`src/rtl/settings_pkg.sv`:
```
// rtl/settings_pkg.sv - shared encodings and index constants for the settings editor
package settings_pkg;

    typedef enum logic [1:0] {
        MODE_IDLE   = 2'd0,
        MODE_EDIT   = 2'd1,
        MODE_COMMIT = 2'd2,
        MODE_LOCKED = 2'd3
    } mode_t;

    localparam int BT_CENTRE = 0;
    localparam int BT_UP     = 1;
    localparam int BT_DOWN   = 2;
    localparam int BT_LEFT   = 3;
    localparam int BT_RIGHT  = 4;

    localparam int SW_CANCEL = 23;
    localparam int SW_LOAD   = 22;

    localparam int F_PLAYERS     = 0;
    localparam int F_QUESTIONS   = 1;
    localparam int F_ANSWER_TIME = 2;
    localparam int F_WIN         = 3;
    localparam int F_SUCCESS     = 4;
    localparam int F_FAIL        = 5;

endpackage

```
`src/rtl/key_repeat.sv`:
```
// rtl/key_repeat.sv - button edge detect with hold-to-repeat, emits one-cycle step pulses
module key_repeat #(
    parameter int DELAY  = 25000000,
    parameter int PERIOD = 5000000
) (
    input  logic clk,
    input  logic rst,
    input  logic key,
    input  logic en,
    input  logic inhibit,
    output logic held,
    output logic step
);

    localparam int CNT_MAX = (DELAY > PERIOD) ? DELAY : PERIOD;
    localparam int CNT_W   = $clog2(CNT_MAX + 1);

    logic             key_r;
    logic             key_p;
    logic             rep;
    logic [CNT_W-1:0] cnt;
    logic             press;
    logic             fire;

    assign press = key_r & ~key_p;

    // cnt is the number of cycles since the last step; zero means no press seen yet
    assign fire = key_r && (cnt != '0) &&
                  (rep ? (cnt == CNT_W'(PERIOD)) : (cnt == CNT_W'(DELAY - 1)));

    always_ff @(posedge clk or negedge rst) begin
        if (!rst) begin
            key_r <= 1'b0;
            key_p <= 1'b0;
            rep   <= 1'b0;
            cnt   <= '0;
        end else begin
            key_r <= key;
            key_p <= key_r;
            if (!en || !key_r || inhibit) begin
                cnt <= '0;
                rep <= 1'b0;
            end else if (press) begin
                cnt <= CNT_W'(1);
                rep <= 1'b0;
            end else if (fire) begin
                cnt <= CNT_W'(1);
                rep <= 1'b1;
            end else if (cnt != '0) begin
                cnt <= cnt + 1'b1;
            end
        end
    end

    assign held = key_r;
    assign step = en & ~inhibit & (press | fire);

endmodule

```
`src/rtl/setting_editor.sv`:
```
// rtl/setting_editor.sv - committed game settings with a button-driven working copy
module setting_editor
    import settings_pkg::*;
#(
    parameter int NUM_FIELDS = 6,
    parameter int FIELD_W    = 7,
    parameter logic [NUM_FIELDS*FIELD_W-1:0] DEFAULTS = {7'd1, 7'd1, 7'd3, 7'd10, 7'd5, 7'd2},
    parameter logic [NUM_FIELDS*FIELD_W-1:0] MINS     = {7'd0, 7'd0, 7'd1, 7'd1, 7'd1, 7'd1},
    parameter logic [NUM_FIELDS*FIELD_W-1:0] MAXS     = {7'd15, 7'd15, 7'd99, 7'd99, 7'd15, 7'd4},
    parameter int REPEAT_DELAY  = 25000000,
    parameter int REPEAT_PERIOD = 5000000
) (
    input  logic                             clk,
    input  logic                             rst,
    input  logic [23:0]                      sw,
    input  logic [4:0]                       bt,
    input  logic                             lock,
    output logic [NUM_FIELDS*FIELD_W-1:0]    settings,
    output logic [$clog2(NUM_FIELDS)-1:0]    field_sel,
    output logic [FIELD_W-1:0]               edit_value,
    output logic [1:0]                       mode,
    output logic                             dirty,
    output logic                             commit
);

    localparam int TOTAL_W = NUM_FIELDS * FIELD_W;
    localparam int SEL_W   = $clog2(NUM_FIELDS);

    mode_t              state_q;
    mode_t              state_d;
    logic [TOTAL_W-1:0] set_q;
    logic [TOTAL_W-1:0] work_q;
    logic [SEL_W-1:0]   sel_q;
    logic [SEL_W-1:0]   sel_d;

    logic c_r, c_p, l_r, l_p, r_r, r_p, ld_r, ld_p;
    logic c_press, l_press, r_press, ld_press;
    logic up_step, dn_step, up_held, dn_held, both_held, editing;

    logic [FIELD_W-1:0] cur_work, cur_set, cur_min, cur_max;
    logic [FIELD_W-1:0] load_raw, load_val, wr_val;
    logic               load_work, do_commit, wr_en;

    logic unused_sw;
    assign unused_sw = ^sw[21:FIELD_W];

    assign c_press  = c_r & ~c_p;
    assign l_press  = l_r & ~l_p;
    assign r_press  = r_r & ~r_p;
    assign ld_press = ld_r & ~ld_p;

    assign editing   = (state_q == MODE_EDIT);
    assign both_held = up_held & dn_held;

    key_repeat #(.DELAY(REPEAT_DELAY), .PERIOD(REPEAT_PERIOD)) u_up (
        .clk     (clk),
        .rst     (rst),
        .key     (bt[BT_UP]),
        .en      (editing),
        .inhibit (both_held),
        .held    (up_held),
        .step    (up_step)
    );

    key_repeat #(.DELAY(REPEAT_DELAY), .PERIOD(REPEAT_PERIOD)) u_dn (
        .clk     (clk),
        .rst     (rst),
        .key     (bt[BT_DOWN]),
        .en      (editing),
        .inhibit (both_held),
        .held    (dn_held),
        .step    (dn_step)
    );

    always_comb begin
        cur_work = '0;
        cur_set  = '0;
        cur_min  = '0;
        cur_max  = '0;
        for (int i = 0; i < NUM_FIELDS; i++) begin
            if (sel_q == SEL_W'(i)) begin
                cur_work = work_q[i*FIELD_W +: FIELD_W];
                cur_set  = set_q[i*FIELD_W +: FIELD_W];
                cur_min  = MINS[i*FIELD_W +: FIELD_W];
                cur_max  = MAXS[i*FIELD_W +: FIELD_W];
            end
        end
    end

    assign load_raw = sw[FIELD_W-1:0];
    assign load_val = (load_raw < cur_min) ? cur_min :
                      (load_raw > cur_max) ? cur_max : load_raw;

    // Lock outranks everything; settings are written on the edge into COMMIT
    always_comb begin
        state_d   = state_q;
        sel_d     = sel_q;
        load_work = 1'b0;
        do_commit = 1'b0;
        wr_en     = 1'b0;
        wr_val    = cur_work;
        case (state_q)
            MODE_IDLE: begin
                if (lock) begin
                    state_d = MODE_LOCKED;
                end else if (c_press) begin
                    state_d   = MODE_EDIT;
                    load_work = 1'b1;
                    sel_d     = '0;
                end
            end
            MODE_EDIT: begin
                if (lock) begin
                    state_d = MODE_LOCKED;
                end else if (sw[SW_CANCEL]) begin
                    state_d = MODE_IDLE;
                end else if (c_press) begin
                    state_d   = MODE_COMMIT;
                    do_commit = 1'b1;
                end else if (ld_press) begin
                    wr_en  = 1'b1;
                    wr_val = load_val;
                end else if (up_step) begin
                    if (cur_work < cur_max) begin
                        wr_en  = 1'b1;
                        wr_val = cur_work + 1'b1;
                    end
                end else if (dn_step) begin
                    if (cur_work > cur_min) begin
                        wr_en  = 1'b1;
                        wr_val = cur_work - 1'b1;
                    end
                end else if (l_press) begin
                    sel_d = (sel_q == '0) ? SEL_W'(NUM_FIELDS - 1) : sel_q - 1'b1;
                end else if (r_press) begin
                    sel_d = (sel_q == SEL_W'(NUM_FIELDS - 1)) ? '0 : sel_q + 1'b1;
                end
            end
            default: begin
                state_d = lock ? MODE_LOCKED : MODE_IDLE;
            end
        endcase
    end

    always_ff @(posedge clk or negedge rst) begin
        if (!rst) begin
            state_q <= MODE_IDLE;
        end else begin
            state_q <= state_d;
        end
    end

    always_ff @(posedge clk or negedge rst) begin
        if (!rst) begin
            sel_q  <= '0;
            set_q  <= DEFAULTS;
            work_q <= DEFAULTS;
            c_r    <= 1'b0;
            c_p    <= 1'b0;
            l_r    <= 1'b0;
            l_p    <= 1'b0;
            r_r    <= 1'b0;
            r_p    <= 1'b0;
            ld_r   <= 1'b0;
            ld_p   <= 1'b0;
        end else begin
            sel_q <= sel_d;
            c_r   <= bt[BT_CENTRE];
            c_p   <= c_r;
            l_r   <= bt[BT_LEFT];
            l_p   <= l_r;
            r_r   <= bt[BT_RIGHT];
            r_p   <= r_r;
            ld_r  <= sw[SW_LOAD];
            ld_p  <= ld_r;
            if (load_work) begin
                work_q <= set_q;
            end else if (wr_en) begin
                for (int i = 0; i < NUM_FIELDS; i++) begin
                    if (sel_q == SEL_W'(i)) begin
                        work_q[i*FIELD_W +: FIELD_W] <= wr_val;
                    end
                end
            end
            if (do_commit) begin
                set_q <= work_q;
            end
        end
    end

    assign settings   = set_q;
    assign field_sel  = sel_q;
    assign mode       = state_q;
    assign commit     = (state_q == MODE_COMMIT);
    assign dirty      = editing && (work_q != set_q);
    assign edit_value = (editing || state_q == MODE_COMMIT) ? cur_work : cur_set;

endmodule

```
`config.mk`:
```
export PLATFORM = sky130hd
export DESIGN_NAME = setting_editor
export DESIGN_NICKNAME = d
export VERILOG_FILES = /design/src/rtl/settings_pkg.sv /design/src/rtl/key_repeat.sv /design/src/rtl/setting_editor.sv
export SDC_FILE = /design/constraint.sdc
export NUM_CORES = 1
export LEC_CHECK = 0
export CAP_MARGIN = 40
export CORE_MARGIN = 2
export CORE_UTILIZATION = 45
export CTS_CLUSTER_DIAMETER = 120
export DETAILED_ROUTE_END_ITERATION = 10
export HOLD_SLACK_MARGIN = 0.02
export PLACE_DENSITY = 0.75
export RECOVER_POWER = 25
export SLEW_MARGIN = 20
export SYNTH_ARGS = -nofsm -noshare
export SYNTH_HDL_FRONTEND = slang
export SYNTH_SLANG_ARGS = --single-unit
```
`constraint.sdc`:
```
create_clock -name clk -period 6.7 [get_ports clk]
set_clock_uncertainty 0.2 [all_clocks]
set_input_delay 1.005 -clock clk [delete_from_list [all_inputs] [get_ports clk]]
set_output_delay 1.005 -clock clk [all_outputs]
set_load 0.02 [all_outputs]
```
==> impl_metrics.csv <==
group,metric,value,unit
global_routing,antenna_found_initial,0,
synth,muxShareOfSynthArea,6.89,%
final_layout,drive_gt1_share,13.5,%
power_and_ir_drop,p_per_area,294,nW/um2
critical_path,critical_path_class,"reg -> reg",
routing,drtIter0Drc,601,
cts,holdBufCountCts,0,
synth,async_flop_share,100,%
synth,yosys_most_used_dff,"dfrtp_1",
synth,synth-simple-area-share,22.9,%
floorplan,die_area,22400,um2
timing,fin_setup_tns,0,ns
timing,fmax,0.180,GHz
floorplan,initial_core_util,45.6,%
synth,synth_top_family_by_area,"simple AND/OR/NAND/NOR gates",
synth,ys_seq_elements,153,
global_routing,grt_max_degree,94,
placed_design,gp_congestion,0.981,
cts,postCtsSetupBuffers,0,
final_layout,areaGrowthSynthToFinish,16.8,%
synth,synth_fa_ha_area_share,2.88,%
floorplan,ios,88,
routing,wirelength,27200,um
global_routing,grt_pass1_vias,7933,
power_and_ir_drop,p_leak,4.54,nW
cts,cts_buffers,17,
final_layout,finalNonFillerCells,1374,
power_and_ir_drop,p_total,0.00328,W
cts,cts.sinks,153,
final_layout,final_nets,1139,
synth,synth_top_area_cell,"dfrtp_1",
synth,avgSynthCellArea,9.32,um2
floorplan,rows,53,
worst_hold_path,holdCritPathClass,"reg -> reg",
synth,synth.area.top_cells,"dfrtp_1 (35%), dfstp_2 (4.9%), mux2_2 (4.5%)",
placed_design,hpwl,19200,um
critical_path,cp.arrival,5.65,ns
synth,ys_warn_count,0,
synth,synth-edff-count,0,
critical_path,cp_max_fo,21,
critical_path,critical_path_required,6.78,ns
synth,synth_top_area_share,35.4,%
cts,cts-htree-levels,4,
cts,clk_pin_slew_worst_paths,0.07,ns
timing,finalHoldViolCount,0,
routing,vias_per_cell,6.06,
synth,synth_compound_gate_area_share,15.0,%
timing,setup_viol,0,
global_routing,grt_pass1_wl,43400,um
critical_path,end_kind,"flip-flop",
placed_design,io_buffers,72,
synth,syn_inst,1025,
cts,cts-resized-gates,0,
job,drv_cap,2,
cts,tritoncts,"built",
routing,drt_first_pass_iters,6,
critical_path,cp-start-kind,"flip-flop",
routing,drc,0,
synth,ys_seq_area_share,40.3,%
timing,worst_slew_pin_slew,3.16,ns
synth,syn_area,9560,um2
floorplan,coreArea,21000,um2
cts,cts_root_buf,"clkbuf_16",
global_routing,grt_use_total,24.8,%
cts,clk_latency,0.44,ns
floorplan,die_w,150,um
power_and_ir_drop,peakVddDrop,168,uV
floorplan,die_h,150,um
placed_design,dp_cells,1336,
synth,synth-xor-area-share,7.61,%
synth,synth.distinct_cells,87,
synth,syn_nets,1079,
timing,rsz0062_at_grt,"no",
timing,fin_crit_sh,83.1,%
cts,cts_buffer_depth,2,
timing,post-route-min-period,5.57,ns
routing,routedWlPerCell,19.8,um
routing,dr_total_vias,8329,
routing,drtAntennaViolNets,0,
status,outcome,"finished, violations left",
timing,slew_viol_final,96,
global_routing,grt-ovfl-total,0,
timing,slew_headroom,-111,%
timing,hold_ws,0.185,ns
status,violations,"capacitance limit, slew limit",
==> synthesized netlist by cell type, drive strengths merged (7+ instances only) <==
cell / count
mux2: 38
nor2b: 9
xnor2: 45
a21oi: 39
a211oi: 8
a221oi: 10
dfrtp: 135
nand3: 63
buf: 18
nand2: 115
nor2: 99
nand4: 28
and3: 11
nor4b: 8
o211ai: 48
inv: 36
xor2: 38
and4: 7
dfstp: 18
nor3: 20
ha: 22
nor4: 11
clkbuf: 28
o21ai: 35
nand2b: 11
nor3b: 7
mux2i: 23
or3: 7
==> area by class of cell <==
type | instances | area, um2
clock buffer | 18 | 439
clock inverter | 14 | 186
antenna | 1 | 2.50
sequential | 153 | 3850
timing repair buffer | 92 | 918
inverter | 36 | 135
fill | 1879 | 9800
tap | 275 | 344
multi-input combinational | 785 | 5280
==> through the flow <==
stage                     area, um2  util, %  setup slack, ns
after floorplan                9560        -             2.05
after global placement        10400     49.7             1.17
after detailed placement      10500     50.0             1.15
after CTS                     11100     53.0             1.13
after global routing          11200     53.2            0.575
final                         11200     53.3             1.13
==> layer usage <==
metal	vias to the layer above	routed length [um]	part of all wire (%)	track usage [%]
met5	-	0	0	0
met4	0	1140	4.2	11.6
met3	84	2020	7.4	4.82
met2	364	13000	48	40.2
met1	4054	11000	40	32.1
li1	3827	-	-	-
==> sequential cells by signal (all words and copies together) (netlist names), 2 cells and up <==
name and count:
settings 42, work_q 42, u_dn.cnt 25, u_up.cnt 25, field_sel 3, mode 2
==> path summary, 6_finish.rpt <==
kind	start	to	slack, ns	depth (start not counted)
worst max-delay path	field_sel[2]	work_q[26]	1.13	14
worst min-delay path	l_r	l_p	0.19	0
worst max register to register	field_sel[2]	work_q[26]	1.13	14
worst min register to register	l_r	l_p	0.19	0
max in group asynchronous	rst	settings[35]	1.43	4
min in group asynchronous	rst	u_dn.cnt[10]	0.92	1
==> critical path: stages (launching register included) <==
cell and delay, ns:
dfrtp_1 0.63, inv_1 0.31, ha_1 0.66, or2_2 0.31, a21oi_1 0.09, o221ai_1 0.63, inv_1 0.19, ha_1 0.33
o21a_1 0.11, o2111ai_1 0.13, a311o_2 0.36, and4b_1 0.23, o2111a_1 0.27, nor3_2 0.74, o211ai_1 0.21
==> cell families after synthesis <==
logic type / Yosys count
AND/OR/NAND/NOR: 428
AO/OA/AOI/OAI: 191
flip-flops: 153
buffers and inverters: 87
XOR/XNOR: 83
multiplexers: 61
adder cells (fa/ha/maj): 22
==> cell usage in the layout, fill, tap and decap left out, types with 7 or more instances in the layout <==
cell type and instances:
xnor2_1 45, nor2_1 99, and4_1 7, a21oi_1 38
clkdlybuf4s50_1 65, o211ai_1 41, dfstp_2 18, clkbuf_16 17
nand2_1 112, a211oi_1 8, xor2_1 38, dfrtp_1 135
or3_1 7, mux2_2 38, inv_1 36, nand4_1 28
and3_1 10, buf_4 13, nor4b_1 7, nor4_1 11
nor3_1 19, ha_1 22, mux2i_1 23, o21ai_0 34
o211ai_2 7, nand3_1 63, nor2b_1 9, a221oi_1 9
nand2b_1 11
==> where the power goes <==
group	leakage, nW	switching (W)	internal [W]	total [W]
registers	2.03	0.0000706	0.000972	0.00104
logic	2.21	0.000749	0.000452	0.00120
clock network	0.300	0.000429	0.000605	0.00103
Power figures use the tool's default switching activity.
